==> src/rtl/alu_op_sequencer_pkg.sv <==
// rtl/alu_op_sequencer_pkg.sv - shared encodings and defaults for the ALU operand sequencer
package alu_op_sequencer_pkg;

  localparam int W_DEF    = 16;
  localparam int NREG_DEF = 8;

  typedef enum logic [1:0] {
    OP_ADD  = 2'b00,
    OP_SUB  = 2'b01,
    OP_AND  = 2'b10,
    OP_NOTB = 2'b11
  } alu_op_e;

  typedef enum logic [1:0] {
    SH_NONE = 2'b00,
    SH_LSL  = 2'b01,
    SH_LSR  = 2'b10,
    SH_ASR  = 2'b11
  } shift_e;

  typedef enum logic [2:0] {
    S_IDLE   = 3'd0,
    S_LOAD_A = 3'd1,
    S_LOAD_B = 3'd2,
    S_EXEC   = 3'd3,
    S_WB     = 3'd4
  } state_e;

endpackage

==> src/rtl/alu_op_sequencer_regfile_rw.sv <==
// rtl/alu_op_sequencer_regfile_rw.sv - register file with one muxed write port and two read ports
module regfile_rw #(
  parameter int W    = 16,
  parameter int NREG = 8,
  parameter int AW   = $clog2(NREG)
) (
  input  logic          clk,
  input  logic          reset,
  input  logic          ld_we,
  input  logic [AW-1:0] ld_addr,
  input  logic [W-1:0]  ld_data,
  input  logic          wb_we,
  input  logic [AW-1:0] wb_addr,
  input  logic [W-1:0]  wb_data,
  input  logic [AW-1:0] rd_addr,
  output logic [W-1:0]  rd_data,
  input  logic [AW-1:0] dbg_addr,
  output logic [W-1:0]  dbg_data
);

  logic [W-1:0] regs [NREG];

  // Single write port: direct loads only occur in IDLE and write-back only in WB,
  // so the two sources never collide; load is given priority regardless.
  always_ff @(posedge clk) begin
    if (reset) begin
      for (int i = 0; i < NREG; i++) begin
        regs[i] <= '0;
      end
    end else if (ld_we) begin
      regs[ld_addr] <= ld_data;
    end else if (wb_we) begin
      regs[wb_addr] <= wb_data;
    end
  end

  assign rd_data  = regs[rd_addr];
  assign dbg_data = regs[dbg_addr];

endmodule

==> src/rtl/alu_op_sequencer.sv <==
// rtl/alu_op_sequencer.sv - multi-cycle operand sequencer feeding an external ALU
module alu_op_sequencer
  import alu_op_sequencer_pkg::*;
#(
  parameter int W    = W_DEF,
  parameter int NREG = NREG_DEF,
  parameter int AW   = $clog2(NREG)
) (
  input  logic          clk,
  input  logic          reset,
  input  logic          req_valid,
  output logic          req_ready,
  input  logic [1:0]    req_op,
  input  logic [AW-1:0] req_rn,
  input  logic [AW-1:0] req_rm,
  input  logic [AW-1:0] req_rd,
  input  logic [1:0]    req_shift,
  input  logic          req_wb,
  input  logic          ld_en,
  input  logic [AW-1:0] ld_addr,
  input  logic [W-1:0]  ld_data,
  output logic [W-1:0]  alu_ain,
  output logic [W-1:0]  alu_bin,
  output logic [1:0]    alu_op,
  input  logic [W-1:0]  alu_out,
  input  logic          alu_z,
  output logic          done,
  output logic [W-1:0]  result,
  output logic          status_z,
  input  logic [AW-1:0] dbg_addr,
  output logic [W-1:0]  dbg_data
);

  state_e        state, next_state;
  logic [W-1:0]  a_q, b_q, c_q;
  logic          z_q;
  logic [1:0]    op_q;
  logic [AW-1:0] rn_q, rm_q, rd_q;
  shift_e        shift_q;
  logic          wb_q;

  logic          latch_req, load_a, load_b, capture_c, wb_fire;
  logic [AW-1:0] rf_raddr;
  logic [W-1:0]  rf_rdata, b_shifted;

  // State register
  always_ff @(posedge clk) begin
    if (reset) state <= S_IDLE;
    else       state <= next_state;
  end

  // Next-state and per-state control strobes
  always_comb begin
    next_state = state;
    req_ready  = 1'b0;
    done       = 1'b0;
    latch_req  = 1'b0;
    load_a     = 1'b0;
    load_b     = 1'b0;
    capture_c  = 1'b0;
    wb_fire    = 1'b0;
    case (state)
      S_IDLE: begin
        req_ready = 1'b1;
        if (req_valid) begin
          latch_req  = 1'b1;
          next_state = S_LOAD_A;
        end
      end
      S_LOAD_A: begin
        load_a     = 1'b1;
        next_state = S_LOAD_B;
      end
      S_LOAD_B: begin
        load_b     = 1'b1;
        next_state = S_EXEC;
      end
      S_EXEC: begin
        capture_c  = 1'b1;
        next_state = S_WB;
      end
      S_WB: begin
        done       = 1'b1;
        wb_fire    = wb_q;
        next_state = S_IDLE;
      end
      default: next_state = S_IDLE;
    endcase
  end

  // The single datapath read port serves rn in LOAD_A and rm in LOAD_B
  assign rf_raddr = (state == S_LOAD_B) ? rm_q : rn_q;

  // Inline B-operand shifter
  always_comb begin
    b_shifted = rf_rdata;
    case (shift_q)
      SH_LSL:  b_shifted = {rf_rdata[W-2:0], 1'b0};
      SH_LSR:  b_shifted = {1'b0, rf_rdata[W-1:1]};
      SH_ASR:  b_shifted = {rf_rdata[W-1], rf_rdata[W-1:1]};
      default: b_shifted = rf_rdata;
    endcase
  end

  // Request latch and operand/result registers
  always_ff @(posedge clk) begin
    if (reset) begin
      a_q     <= '0;
      b_q     <= '0;
      c_q     <= '0;
      z_q     <= 1'b0;
      op_q    <= 2'b00;
      rn_q    <= '0;
      rm_q    <= '0;
      rd_q    <= '0;
      shift_q <= SH_NONE;
      wb_q    <= 1'b0;
    end else begin
      if (latch_req) begin
        op_q    <= req_op;
        rn_q    <= req_rn;
        rm_q    <= req_rm;
        rd_q    <= req_rd;
        shift_q <= shift_e'(req_shift);
        wb_q    <= req_wb;
      end
      if (load_a) a_q <= rf_rdata;
      if (load_b) b_q <= b_shifted;
      if (capture_c) begin
        c_q <= alu_out;
        z_q <= alu_z;
      end
    end
  end

  regfile_rw #(.W(W), .NREG(NREG), .AW(AW)) u_regfile (
    .clk      (clk),
    .reset    (reset),
    .ld_we    (ld_en && (state == S_IDLE)),
    .ld_addr  (ld_addr),
    .ld_data  (ld_data),
    .wb_we    (wb_fire),
    .wb_addr  (rd_q),
    .wb_data  (c_q),
    .rd_addr  (rf_raddr),
    .rd_data  (rf_rdata),
    .dbg_addr (dbg_addr),
    .dbg_data (dbg_data)
  );

  assign alu_ain  = a_q;
  assign alu_bin  = b_q;
  assign alu_op   = op_q;
  assign result   = c_q;
  assign status_z = z_q;

endmodule

==> config.mk <==
export PLATFORM = sky130hd
export DESIGN_NAME = alu_op_sequencer
export DESIGN_NICKNAME = d
export VERILOG_FILES = /design/src/rtl/alu_op_sequencer_pkg.sv /design/src/rtl/alu_op_sequencer_regfile_rw.sv /design/src/rtl/alu_op_sequencer.sv
export SDC_FILE = /design/constraint.sdc
export NUM_CORES = 1
export LEC_CHECK = 0
export CAP_MARGIN = 20
export CORE_ASPECT_RATIO = 1.75
export CORE_MARGIN = 4
export CORE_UTILIZATION = 55
export CTS_CLUSTER_DIAMETER = 40
export CTS_CLUSTER_SIZE = 20
export DETAILED_ROUTE_END_ITERATION = 8
export GPL_TIMING_DRIVEN = 0
export PLACE_DENSITY = 0.85
export SETUP_SLACK_MARGIN = 0.2
export SLEW_MARGIN = 25
export SYNTH_ARGS = -nofsm -noshare
export SYNTH_HDL_FRONTEND = slang
export SYNTH_SLANG_ARGS = --single-unit
==> constraint.sdc <==
create_clock -name clk -period 3.4 [get_ports clk]
set_input_delay 0.51 -clock clk [delete_from_list [all_inputs] [get_ports clk]]
set_output_delay 0.51 -clock clk [all_outputs]
set_load 0.005 [all_outputs]
==> results.yml, run 1 <==
timing:
  setup_violations: 0
  rsz_0062_raised_after_global_routing: "true"
  tightest_slew_ps: 1100
  post-route-period-util_pct: 93.22
  worst_clock_skew_ps: 14.05
  finalWorstPathRequiredPeriod_ps: 3169
  final.setup.tns_ps: 0
  timing.final.hold_violations: 0
  slew_viol_final: 0
  final_setup_slack_of_the_worst_path_ps: 230.5
  timing.slew.headroom_pct: 26.66
  max_freq_mhz: 315.5
synth:
  library_cell_occupying_the_most_area_in_the_post_synthesis_netlist: "sky130_fd_sc_hd__edfxtp_1"
  syn-num-nets: 923
  synth_seq_area_share_pct: 50.09
  synth_area_per_cell_sq_um: 11.91
  synth_cell_type_count: 59
  synth.top_cell.area_share_pct: 37.28
  synth_top_flop_cell: "sky130_fd_sc_hd__edfxtp_1"
  synth_area_leaders: "sky130_fd_sc_hd__edfxtp_1 (37%), sky130_fd_sc_hd__mux4_2 (19%), sky130_fd_sc_hd__dfxtp_1 (13%), sky130_fd_sc_hd__nor2_1 (6.2%), sky130_fd_sc_hd__nand2_1 (4.0%)"
  synth-edff-count: 128
  number_of_instances_in_the_synthesized_netlist: 866
  synthMostInstantiatedCell: "sky130_fd_sc_hd__nor2_1"
  synthTopCellsByCount: "sky130_fd_sc_hd__nor2_1 (170), sky130_fd_sc_hd__edfxtp_1 (128), sky130_fd_sc_hd__nand2_1 (110)"
  ys_async_sr_fraction_pct: 0
  netlist_area_before_placement_sq_um: 10310
  count_of_state_elements_after_synthesis: 194
  synth-warning-count: 0
worst_setup_path:
  worst_ep_arrival_time_ps: 3490
  critical_path_peak_fanout: 10
  worst_setup_path_start_kind: "register"
  end_kind: "register"
  criticalPathCategory: "reg2reg"
  crit_required_ps: 3720
final_layout:
  utilization_pct: 67.78
  finish.cell_count_without_fillers: 1258
  final_net_count: 1064
  synthToLayoutAreaGrowth_pct: 21.60
  nFillCells: 1311
  num_antenna_cells: 0
  layout_cells_sized_above_1_pct: 20.59
hold_path:
  min_path_type: "reg2reg"
run_status:
  run_status: "finished, final reports clean"
global_routing:
  grt_start_max_net_pins: 18
  antenna_found_initial: 0
  grt_pass1_wl_um: 48200
  grt_pass1_vias: 8358
  grt_overflow_total: 0
  gr_usage_total_pct: 30.76
route:
  route.vias.total: 8396
  route.detailed.vias_per_inst: 6.674
  ant_nets: 0
  drt_first_iter_violations: 1196
  routed_wire_length_per_instance_um: 25.79
  drc: 0
  drt_wl_total_um: 32440
  firstDrtPassIters: 6
clocking:
  worst_setup_hold_path_clk_slew_ps: 70
  post_cts_hold_buffer_count: 0
  cts_tree: "built"
  cts_max_level: 4
  clockBufferDepth: 2
  ctsRootBufferMaster: "sky130_fd_sc_hd__clkbuf_16"
  clock_latency_ps: 450
  cts.sink_count: 194
  tritoncts.num_buffers: 17
die:
  die_area_sq_um: 21090
  core_outline_area_sq_um: 18500
  die_width_um: 111.5
  die_y_um: 189.1
  std_cell_rows: 66
  top_level_pins: 126
  start_util_pct: 55.74
placement:
  dp_slack_ps: -492.5
  placed_cells: 1226
  gp_congestion: 0.9746
  buffer_ports.inserted: 121
  hpwl_um: 22560
power:
  power_density_nw_per_um2: 472.2
  ir_drop_mv: 0.3729
  p_total_mw: 5.921
  power.leakage_nw: 4.508
run:
  timing.max_cap.violations: 0
-- sequential cells by signal, summed over array words and instances (netlist names) --
register / cells
wb_q: 1
u_regfile.regs: 128
shift_q: 2
alu_bin: 16
alu_ain: 16
state: 3
result: 16
rn_q: 3
alu_op: 2
status_z: 1
rd_q: 3
rm_q: 3
-- path summary, 6_finish.rpt --
kind	start	to	slack, ps	cells past startpoint
setup / recovery	rm_q[2]	alu_bin[4]	230	6
hold reg to reg	alu_ain[9]	alu_ain[9]	460	2
setup reg to reg	rm_q[2]	alu_bin[4]	230	6
hold / removal	alu_ain[9]	alu_ain[9]	460	2
-- kinds of logic after synthesis --
kind of cell | synth area share [%]
flip-flops | 50.09
buffers and inverters | 3.082
AND/OR/NAND/NOR | 13.40
AO/OA/AOI/OAI | 6.723
XOR/XNOR | 0.08496
multiplexers | 26.62
-- final cells by class --
cell class	count	area, sq um	share of cell area (%)
Multi-Input combinational cell	601	4925	39.28
Buffer	67	325.3	2.595
Clock buffer	22	508.0	4.051
Clock inverter	10	83.83	0.6686
Tap cell	238	297.8	2.375
Timing Repair Buffer	122	1219	9.720
Inverter	4	15.01	0.1197
Sequential cell	194	5165	41.19
-- routing by layer --
| layer | track usage [%] | wire length (um) |
|---|---|---|
| met1 | 33.14 | 10370 |
| met2 | 54.11 | 16650 |
| met3 | 6.268 | 3041 |
| met4 | 20.52 | 2360 |
| met5 | 0 | 20 |
-- critical path, stage by stage (launching register included) --
cell	delay (ps)
sky130_fd_sc_hd__dfxtp_1	320
sky130_fd_sc_hd__clkbuf_1	630
sky130_fd_sc_hd__clkbuf_1	730
sky130_fd_sc_hd__mux2i_1	740
sky130_fd_sc_hd__nor2_1	70
sky130_fd_sc_hd__a2111oi_0	450
sky130_fd_sc_hd__nor3_1	90
-- stage by stage --
step                      cell area, sq um  hold WS, ps
final                                12540        455.2
after floorplan                      10310        436.6
after global routing                 12540        487.4
after detailed placement             11830        447.5
after global placement               11820        441.7
after CTS                            12470        457.8
-- layout by cell type (no fill, tap or decap), types with 4 or more instances in the layout --
cell type / count
sky130_fd_sc_hd__clkbuf_16: 20
sky130_fd_sc_hd__o21ai_0: 13
sky130_fd_sc_hd__nand3b_1: 4
sky130_fd_sc_hd__a211oi_1: 8
sky130_fd_sc_hd__a21oi_1: 52
sky130_fd_sc_hd__mux2_2: 29
sky130_fd_sc_hd__edfxtp_1: 128
sky130_fd_sc_hd__nand2_1: 96
sky130_fd_sc_hd__mux4_2: 87
sky130_fd_sc_hd__buf_4: 8
sky130_fd_sc_hd__clkbuf_4: 5
sky130_fd_sc_hd__buf_2: 20
sky130_fd_sc_hd__o211ai_1: 5
sky130_fd_sc_hd__mux2i_1: 41
sky130_fd_sc_hd__nand3_1: 5
sky130_fd_sc_hd__nor3_1: 12
sky130_fd_sc_hd__o22ai_1: 8
sky130_fd_sc_hd__dfxtp_1: 66
sky130_fd_sc_hd__clkbuf_1: 31
sky130_fd_sc_hd__nand2_2: 6
sky130_fd_sc_hd__clkdlybuf4s50_1: 121
sky130_fd_sc_hd__nand2_4: 8
sky130_fd_sc_hd__nor2_1: 170
sky130_fd_sc_hd__nand2b_1: 4
-- power by group --
| part | internal, mW | switching (mW) | total [mW] |
|---|---|---|---|
| registers | 2.64 | 0.0853 | 2.73 |
| logic | 0.546 | 0.618 | 1.16 |
| clock network | 1.11 | 0.921 | 2.03 |
| total | 4.30 | 1.62 | 5.92 |
-- timing repair --
item / CTS / global route
gates cloned: 0 / 0
buffers inserted: 0 / 0
endpoints found under the hold margin: 0 / 0
gates resized for setup: 29 / 18
endpoints found under the setup margin: 144 / 131
Power figures use the tool's default switching activity.
==> run 2, diff against run 1 <==
--- a/config.mk
+++ b/config.mk
@@ -10,7 +10,7 @@
 export CORE_MARGIN = 4
 export CORE_UTILIZATION = 55
 export CTS_CLUSTER_DIAMETER = 40
-export CTS_CLUSTER_SIZE = 20
+export CTS_CLUSTER_SIZE = 24
 export DETAILED_ROUTE_END_ITERATION = 8
 export GPL_TIMING_DRIVEN = 0
 export PLACE_DENSITY = 0.85
==> results of run 2 <==
No change in the layout: final DEF, timing and power equal those of run 1.
==> run 3, diff against run 2 <==
--- a/config.mk
+++ b/config.mk
@@ -8,12 +8,12 @@
 export CAP_MARGIN = 20
 export CORE_ASPECT_RATIO = 1.75
 export CORE_MARGIN = 4
-export CORE_UTILIZATION = 55
+export CORE_UTILIZATION = 40
 export CTS_CLUSTER_DIAMETER = 40
 export CTS_CLUSTER_SIZE = 24
 export DETAILED_ROUTE_END_ITERATION = 8
 export GPL_TIMING_DRIVEN = 0
-export PLACE_DENSITY = 0.85
+export PLACE_DENSITY = 0.67
 export SETUP_SLACK_MARGIN = 0.2
 export SLEW_MARGIN = 25
 export SYNTH_ARGS = -nofsm -noshare
==> run 3 against run 2 <==
  * Critical endpoint is now dbg_data[12]
  * Core utilization is 18 points lower
  * Register-to-register slack better by 90 ps
  * Power grew 0.79%
==> results.yml, run 3 (synthesized netlist as in run 1, its figures left out) <==
worst_setup_path:
  end_kind: "primary output"
  crit_required_ps: 2890
  worst_ep_arrival_time_ps: 2640
  worst_setup_path_start_kind: "input pin"
  criticalPathCategory: "in2out"
  critical_path_peak_fanout: 10
route:
  wl_met1_um: 11620
  drt_wl_total_um: 33560
  met3_length_um: 2215
  top_signal_layer_used: "met4"
  drc: 0
  drt_first_iter_violations: 918
  route.detailed.vias_per_inst: 6.002
  dr_wl_met2_um: 17890
  ant_nets: 0
  route.vias.total: 8019
  firstDrtPassIters: 7
  routed_wire_length_per_instance_um: 25.12
placement:
  buffer_ports.inserted: 121
  gp_congestion: 0.9546
  hpwl_um: 24030
  dp_slack_ps: -553.3
  placed_cells: 1304
clocking:
  clock_latency_ps: 460
  post_cts_hold_buffer_count: 0
  clockBufferDepth: 2
  tritoncts.num_buffers: 17
  ctsRootBufferMaster: "sky130_fd_sc_hd__clkbuf_16"
  worst_setup_hold_path_clk_slew_ps: 60
  cts.sink_count: 194
  cts_tree: "built"
  cts_max_level: 4
timing:
  setup_violations: 0
  timing.slew.headroom_pct: 27.39
  rsz_0062_raised_after_global_routing: "true"
  post-route-period-util_pct: 92.70
  timing.final.hold_violations: 0
  final_setup_slack_of_the_worst_path_ps: 248.1
  max_freq_mhz: 317.3
  tightest_slew_ps: 1089
  hold-worst-slack_ps: 455.1
  slew_viol_final: 0
  worst_clock_skew_ps: 10.93
  finalWorstPathRequiredPeriod_ps: 3152
die:
  die_y_um: 220.4
  std_cell_rows: 77
  die_area_sq_um: 28510
  start_util_pct: 40.69
  core_outline_area_sq_um: 25340
  die_width_um: 129.4
  top_level_pins: 126
final_layout:
  layout_cells_sized_above_1_pct: 20.39
  regArea_sq_um: 5165
  finish.cell_count_without_fillers: 1336
  multi_input_comb_area_sq_um: 4925
  nFillCells: 2223
  synthToLayoutAreaGrowth_pct: 22.46
  mostFrequentLayoutCell: "sky130_fd_sc_hd__nor2_1"
  final_net_count: 1064
  registers.top_by_ff_count: "u_regfile.regs"
  utilization_pct: 49.83
  num_antenna_cells: 0
  largest_reg_flops: 128
  mostFrequentLayoutCells: "sky130_fd_sc_hd__nor2_1 (170), sky130_fd_sc_hd__edfxtp_1 (128), sky130_fd_sc_hd__clkdlybuf4s50_1 (121), sky130_fd_sc_hd__nand2_1 (96), sky130_fd_sc_hd__mux4_2 (87)"
global_routing:
  grt_overflow_total: 0
  grt_start_max_net_pins: 17
  antenna_found_initial: 0
  gr_usage_total_pct: 23.79
  grt_pass1_wl_um: 48730
  grt_pass1_vias: 7943
power:
  ir_drop_mv: 0.3259
  p_clk_share_pct: 35.1
  combinationalPowerShare_pct: 19.3
  sw_frac_of_total_pct: 26.95
  switchingPower_mw: 1.608
  power_report.internal_total_mw: 4.360
  p_total_mw: 5.968
  power.sequential.fraction_pct: 45.6
  power.leakage_nw: 4.496
  power_density_nw_per_um2: 472.7
hold_path:
  min_path_type: "reg2reg"
run:
  timing.max_cap.violations: 0
run_status:
  run_status: "finished, final reports clean"
==> run 3: cell count changes in the layout (fill, tap and decap cells not counted), sizes merged <==
| cell | delta |
|---|---|
| inv | -4 |
| buf | +2 |
| bufinv | +2 |
| clkbuf | -2 |
| clkinv | +2 |
==> run 3: repair_timing <==
item,4_1_cts,5_1_grt
resized for setup,35,10
setup endpoints to repair,144,128
pin swaps,0,0
setup buffers,0,0
==> run 3: final timing paths <==
kind,start,endpoint,slack (ps),cells after the start
setup / recovery,dbg_addr[2],dbg_data[12],250,4
hold / removal,alu_ain[9],alu_ain[9],460,2
setup reg to reg,state[0],u_regfile.regs[1][8],320,7
hold reg to reg,alu_ain[9],alu_ain[9],460,2
==> run 3: per-layer routing <==
layer,vias to the layer above,global-route usage (%)
met5,-,0
met4,0,13.91
met3,110,3.478
met2,451,42.59
met1,3945,26.52
li1,3513,-
==> run 3: power by group through the flow <==
stage                     sequential (mW)  combinational [mW]  clock, mW
after floorplan                      2.75               0.675          0
after CTS                            2.72                1.15       2.09
after global routing                 2.74                1.23       2.19
after detailed placement             2.77                1.14          0
final                                2.72                1.15       2.09
after global placement               2.77                1.13          0
==> run 3: cell type report <==
cell class              count  area share, %
flip-flops and latches    194          40.90
multi-input cells         601          39.00
repair buffers            122          9.651
clock buffers              22          3.597
well taps                 316          3.131
plain buffers              67          2.537
clock inverters            10          1.060
inverters                   4         0.1189
==> run 3: per-stage QoR <==
step                TNS [ps]  area (sq um)
floorplan                  0         10310
global placement      -60040         11920
detailed placement    -63880         11930
CTS                        0         12590
global route               0         12630
finish                     0         12630
==> run 3: worst max-delay path, cell delays in order <==
cell and delay (ps):
sky130_fd_sc_hd__buf_1 470, sky130_fd_sc_hd__clkbuf_1 750, sky130_fd_sc_hd__mux2_2 450, sky130_fd_sc_hd__clkdlybuf4s50_1 460
